**src/rtl/cva6_rvfi_trace_fifo.sv**
```systemverilog
// RVFI trace FIFO: compacts per-port retirements into an order-tagged single-issue stream.
// Optional commit throttle output enabled by defining CVA6_RVFI_TRACE_STALL_EN.

package cva6_rvfi_trace_pkg;

    typedef struct packed {
        logic        valid;
        logic [63:0] pc;
        logic [31:0] insn;
        logic        trap;
    } rvfi_instr_t;

endpackage

module cva6_rvfi_trace_fifo #(
    parameter int unsigned NrCommitPorts = 2,
    parameter int unsigned Depth         = 8,
    parameter type         rvfi_instr_t  = cva6_rvfi_trace_pkg::rvfi_instr_t,
    parameter int unsigned CntW          = 32
) (
    input  logic                                 clk_i,
    input  logic                                 rst_i,
    input  rvfi_instr_t [NrCommitPorts-1:0]      rvfi_i,
    input  logic                                 clear_i,
    output logic                                 trace_valid_o,
    input  logic                                 trace_ready_i,
    output rvfi_instr_t                          trace_o,
    output logic [63:0]                          trace_order_o,
    output logic [$clog2(Depth+1)-1:0]           count_o,
    output logic                                 overflow_o,
    output logic [CntW-1:0]                      drop_cnt_o,
    output logic                                 stall_o
);

    localparam int unsigned PtrW   = $clog2(Depth);
    localparam int unsigned CountW = $clog2(Depth + 1);
    localparam int unsigned NvW    = $clog2(NrCommitPorts + 1);

    rvfi_instr_t       r_mem     [Depth];
    logic [63:0]       r_ord_mem [Depth];
    logic [PtrW-1:0]   r_wr_ptr;
    logic [PtrW-1:0]   r_rd_ptr;
    logic [CountW-1:0] r_count;
    logic [63:0]       r_order;
    logic [CntW-1:0]   r_drop;
    logic              r_ovf;

    logic [PtrW-1:0]   w_off   [NrCommitPorts];
    logic [PtrW-1:0]   w_waddr [NrCommitPorts];
    logic [NvW-1:0]    w_nvalid;
    logic              w_pop;
    logic [CountW-1:0] w_free;
    logic              w_fits;
    logic              w_push;
    logic [CountW-1:0] w_count_next;
    logic [CntW:0]     w_drop_sum;
    logic [CntW-1:0]   w_drop_next;

    // Each valid port lands at wr_ptr plus the number of valid ports below it.
    always_comb begin
        w_nvalid = '0;
        for (int i = 0; i < NrCommitPorts; i++) begin
            w_off[i]   = PtrW'(w_nvalid);
            w_waddr[i] = r_wr_ptr + PtrW'(w_nvalid);
            w_nvalid   = w_nvalid + NvW'(rvfi_i[i].valid);
        end
    end

    always_comb begin
        w_pop        = (r_count != '0) && trace_ready_i;
        w_free       = CountW'(Depth) - r_count + CountW'(w_pop);
        w_fits       = CountW'(w_nvalid) <= w_free;
        w_push       = !rst_i && !clear_i && w_fits && (w_nvalid != '0);
        w_count_next = r_count + (w_fits ? CountW'(w_nvalid) : CountW'(0)) - CountW'(w_pop);
        w_drop_sum   = {1'b0, r_drop} + (CntW + 1)'(w_nvalid);
        w_drop_next  = w_drop_sum[CntW] ? '1 : w_drop_sum[CntW-1:0];
    end

    // Storage is not reset; the output mux hides stale contents while empty.
    always_ff @(posedge clk_i) begin
        if (w_push) begin
            for (int i = 0; i < NrCommitPorts; i++) begin
                if (rvfi_i[i].valid) begin
                    r_mem[w_waddr[i]]     <= rvfi_i[i];
                    r_ord_mem[w_waddr[i]] <= r_order + 64'(w_off[i]);
                end
            end
        end
    end

    // Order counter advances on every retirement, so drops and clears leave visible gaps.
    always_ff @(posedge clk_i) begin
        if (rst_i) begin
            r_wr_ptr <= '0;
            r_rd_ptr <= '0;
            r_count  <= '0;
            r_order  <= '0;
            r_drop   <= '0;
            r_ovf    <= 1'b0;
        end else begin
            r_order <= r_order + 64'(w_nvalid);
            if (clear_i) begin
                r_wr_ptr <= '0;
                r_rd_ptr <= '0;
                r_count  <= '0;
                r_drop   <= '0;
                r_ovf    <= 1'b0;
            end else begin
                r_count <= w_count_next;
                if (w_pop) begin
                    r_rd_ptr <= r_rd_ptr + PtrW'(1);
                end
                if (w_fits) begin
                    r_wr_ptr <= r_wr_ptr + PtrW'(w_nvalid);
                end else begin
                    r_drop <= w_drop_next;
                    r_ovf  <= 1'b1;
                end
            end
        end
    end

`ifdef CVA6_RVFI_TRACE_STALL_EN
    logic r_stall;

    // Headroom of two full commit bundles covers the core's one-cycle reaction time.
    always_ff @(posedge clk_i) begin
        if (rst_i || clear_i) begin
            r_stall <= 1'b0;
        end else begin
            r_stall <= w_count_next > CountW'(Depth - 2 * NrCommitPorts);
        end
    end

    assign stall_o = r_stall;
`else
    assign stall_o = 1'b0;
`endif

    assign trace_valid_o = (r_count != '0);
    assign trace_o       = trace_valid_o ? r_mem[r_rd_ptr] : '0;
    assign trace_order_o = trace_valid_o ? r_ord_mem[r_rd_ptr] : 64'd0;
    assign count_o       = r_count;
    assign overflow_o    = r_ovf;
    assign drop_cnt_o    = r_drop;

endmodule
```
**config.mk**
```make
export PLATFORM = sky130hd
export DESIGN_NAME = cva6_rvfi_trace_fifo
export DESIGN_NICKNAME = d
export VERILOG_FILES = /design/src/rtl/cva6_rvfi_trace_fifo.sv
export SDC_FILE = /design/constraint.sdc
export NUM_CORES = 2
export LEC_CHECK = 0
export BUFFER_PORTS_ARGS = -buffer_cell sky130_fd_sc_hd__buf_2
export CORE_ASPECT_RATIO = 0.5
export CORE_MARGIN = 4
export CORE_UTILIZATION = 45
export CTS_BUF_LIST = sky130_fd_sc_hd__clkbuf_4
export CTS_CLUSTER_SIZE = 8
export DETAILED_ROUTE_END_ITERATION = 16
export HOLD_SLACK_MARGIN = 0.02
export SLEW_MARGIN = 20
export SYNTH_ARGS = -nofsm -noshare
export SYNTH_HDL_FRONTEND = slang
export SYNTH_SLANG_ARGS = --single-unit
```
**constraint.sdc**
```tcl
create_clock -name clk_i -period 18.1 [get_ports clk_i]
set_input_delay 1.81 -clock clk_i [delete_from_list [all_inputs] [get_ports clk_i]]
set_output_delay 1.81 -clock clk_i [all_outputs]
set_load 0.02 [all_outputs]
```
==> results.md <==
| Item | This run | Unit |
|:---|:---|:---|
| Result of the run | finished clean | - |
| Share of cell area taken by muxes after synthesis | 0.122 | - |
| Row count | 104 | - |
| Sequential element share of the synthesized area | 0.561 | - |
| Worst Max-Slew Pin Slew | 1.26 | ns |
| Inst Count DP | 8836 | - |
| Most common flop cell mapped by yosys | edfxtp_1 | - |
| Compound-cell area share of the yosys netlist | 0.0103 | - |
| Synth Warn # | 0 | - |
| Unrepaired setup endpoints after global routing | false | - |
| Critical path class | flop to flop | - |
| Power per cell area | 104 | mW/mm² |
| Most numerous cell types in the synthesized netlist | 2650 x nand2_1, 1296 x edfxtp_1, 494 x nor2_1 | - |
| Clock transition time at the flip-flop clock pins of the worst setup and hold paths | 0.07 | ns |
| CTS Root Cell | clkbuf_4 | - |
| Combinational family with the most area after synthesis | simple AND/OR/NAND/NOR gates | - |
| Maximum fanout count along the critical path | 55 | - |
| Number of maximum-capacitance violations | 0 | - |
| Final Routed Wirelength | 230000 | µm |
| Flip-flop and latch count after synthesis | 1406 | - |
| Clk buf depth | 4 | - |
| Final worst clock skew | 0.0976 | ns |
| Leading post-synthesis cells by cell area | edfxtp_1 53%, nand2_1 14%, mux4_2 10%, xor2_1 3.5%, xnor2_1 3.1% | - |
| Finish-stage setup viols | 0 | - |
| Count of buffers added by post-CTS timing repair for setup | 0 | - |
| RePlAce Congestion | 0.855 | - |
| TritonRoute pass-1 iters | 5 | - |
| Mean area per synthesized cell | 10.7 | µm² |
| Final Total Pwr | 8.40 | mW |
| Aggregate negative setup slack | 0 | ns |
| Final Max Slew Viols | 0 | - |
| Final critical-path setup slack | 10.81 | ns |
| Leak | 30.3 | nW |
| Flop-to-flop setup slack | 10.81 | ns |
| Library cell occupying the most area in the post-synthesis netlist | edfxtp_1 | - |
| Post-Synth XOR/XNOR Area | 0.0667 | - |
| Via count normalized by instance count | 5.60 | - |
| Global-route wire length before repair | 339000 | µm |
| Count of flip-flops with a built-in enable after synthesis | 1296 | - |
| CTS Hold Bufs | 0 | - |
| Synth Net Count | 7066 | - |
| F_max | 0.137 | GHz |
| Count of routing violations after the opening detailed-route iteration | 5612 | - |
| Hold depth | 2 | - |
| Boundary pin count | 401 | - |
| Clock buffer count from CTS | 345 | - |
| Number of failing hold endpoints at the final stage | 0 | - |
| All-Layer GR Usage | 0.265 | - |
| Post-synthesis share of cell area spent on and, or, nand and nor gates | 0.196 | - |
| Number of antenna violations at the first check in global routing | 47 | - |
| Tcrit/Tclk final | 0.403 | - |
| CP required | 18.76 | ns |
| Final layout net count | 7236 | - |
| Die area | 0.170 | mm² |
| Worst path arrival time | 7.96 | ns |
| Crit path capture type | flop | - |
| Insertion delay to the later sink of the worst-skew pair | 1.13 | ns |
| Leftover overflow at the end of global routing | 0 | - |
| Post-layout minimum cycle time | 7.29 | ns |
| IO Port Bufs | 399 | - |
| Die W | 579 | µm |
| Portion of synthesized cell area occupied by the leading cell type | 0.531 | - |
| HPWL after detailed placement | 125000 | µm |
| Placeable Area | 0.161 | mm² |
| Y dimension of the die | 293 | µm |
| Count of cells resized by post-cts repair | 0 | - |
| Antenna-violating nets left | 0 | - |
| Synth Instances | 6840 | - |
| Synth unique cells | 55 | - |
| Max-Slew Margin vs Limit | 0.157 | - |
| Pin count of the biggest net entering global routing | 139 | - |
| Final-layout worst hold slack | 0.480 | ns |
| Kind of start point of the critical path | flop | - |
| Most frequently used cell type in the post-synthesis netlist | nand2_1 | - |
| Synth async-reset ratio | 0 | - |
| Count of non-filler cells in the finished layout | 9467 | - |
| Peak ir drop on the vdd network | 161 | µV |
| Summed instance area of the synthesized netlist | 0.0733 | mm² |
| TritonCTS clock tree | built | - |
| Detailed-route via count | 53000 | - |
| Clock sink total | 1406 | - |
| Hold crit path type | flop to flop | - |
| Adder-cell share of the synthesized area | 0.00485 | - |
| Beginning of the worst register-to-register path | count_o[2] | - |
| Vias in the first global route | 52300 | - |
| Dpl ws | 10.47 | ns |
| Critical register-to-register path endpoint | r_mem[7][55] | - |
| Cell count of the worst reg-to-reg path | 19 | - |
| Source of the worst hold timing path | r_rd_ptr[1] | - |
| Layout cell share with drive strength beyond 1 | 0.192 | - |
| Starting density of the core | 0.454 | - |
| Wirelength per Cell | 24.2 | µm |
| H-tree level count | 5 | - |
| Growth of design area from synthesis to finish | 10.0 | % |
| Remaining DRCs | 0 | - |
[worst max path at each step]
stage / start / depth (start not counted) / slack, ns / endpoint
after global placement: trace_ready_i / 16 / 10.61 / r_ord_mem[7][0]
after detailed placement: rvfi_i[97] / 14 / 10.47 / r_ord_mem[7][0]
after global routing: count_o[2] / 19 / 10.37 / r_mem[7][55]
after floorplan: trace_ready_i / 13 / 1.32 / r_mem[0][0]
after CTS: count_o[2] / 19 / 10.72 / r_mem[7][55]
final: count_o[2] / 19 / 10.81 / r_mem[7][55]
[routing by layer]
metal  part of all wire  track usage
met5                  0            0
met4              0.029       0.0903
met1               0.42        0.370
met2               0.47        0.429
met3              0.080       0.0388
[worst max-delay path, stage by stage, from the launching register on]
cell and delay [ns]:
dfxtp_1 0.34, inv_1 0.09, ha_1 0.14, and2_4 0.71
inv_1 0.21, nand2_1 0.23, ha_1 0.22, inv_1 0.05
ha_1 0.26, inv_1 0.04, ha_1 0.27, nor2b_1 0.15
o211a_1 0.20, buf_4 0.26, nand2_1 0.31, nand4_1 0.50
o21ai_4 0.30, buf_4 0.66, buf_4 0.96, buf_4 0.85
[sequential cells by signal, summed over array words and instances, names as in the netlist, named ones only]
name	flops
r_wr_ptr	3
r_ord_mem	512
drop_cnt_o	32
overflow_o	1
count_o	4
r_rd_ptr	3
r_mem	784
r_order	64
[power breakdown]
part / switching, mW / internal (mW)
registers: 0.0540 / 3.68
logic: 1.40 / 0.605
clock network: 1.36 / 1.31
total: 2.81 / 5.59
[cell families after synthesis]
logic type	after synthesis
AO/OA/AOI/OAI	122
multiplexers	489
XOR/XNOR	558
other	1
AND/OR/NAND/NOR	3537
buffers and inverters	701
adder cells (fa/ha/maj)	26
flip-flops	1406
[through the flow]
stage | util | instance area (µm²)
final | 0.500 | 80700
after global routing | 0.500 | 80600
after detailed placement | 0.473 | 76300
after global placement | 0.473 | 76300
after CTS | 0.499 | 80600
after floorplan | - | 73300
[cell usage in the layout (no fill, tap or decap), drive strengths merged, types with 76 or more instances in the layout]
| cell | count |
|---|---|
| buf | 489 |
| clkbuf | 506 |
| clkinv | 76 |
| dfxtp | 110 |
| edfxtp | 1296 |
| mux2i | 163 |
| mux4 | 324 |
| nand2 | 2650 |
| nand4 | 94 |
| nor2 | 494 |
| nor4 | 109 |
| xnor2 | 263 |
| xor2 | 295 |
[area by class of cell]
cell class                 count  area, µm²
clock buffer                 506       3800
tap                         2173       2720
multi-input combinational   4733      29600
timing repair buffer         489       2800
sequential                  1406      41100
antenna                       35       87.6
fill                       14400      80700
inverter                      35        131
clock inverter                90        438
No activity file was read; power rests on OpenSTA's default activity.
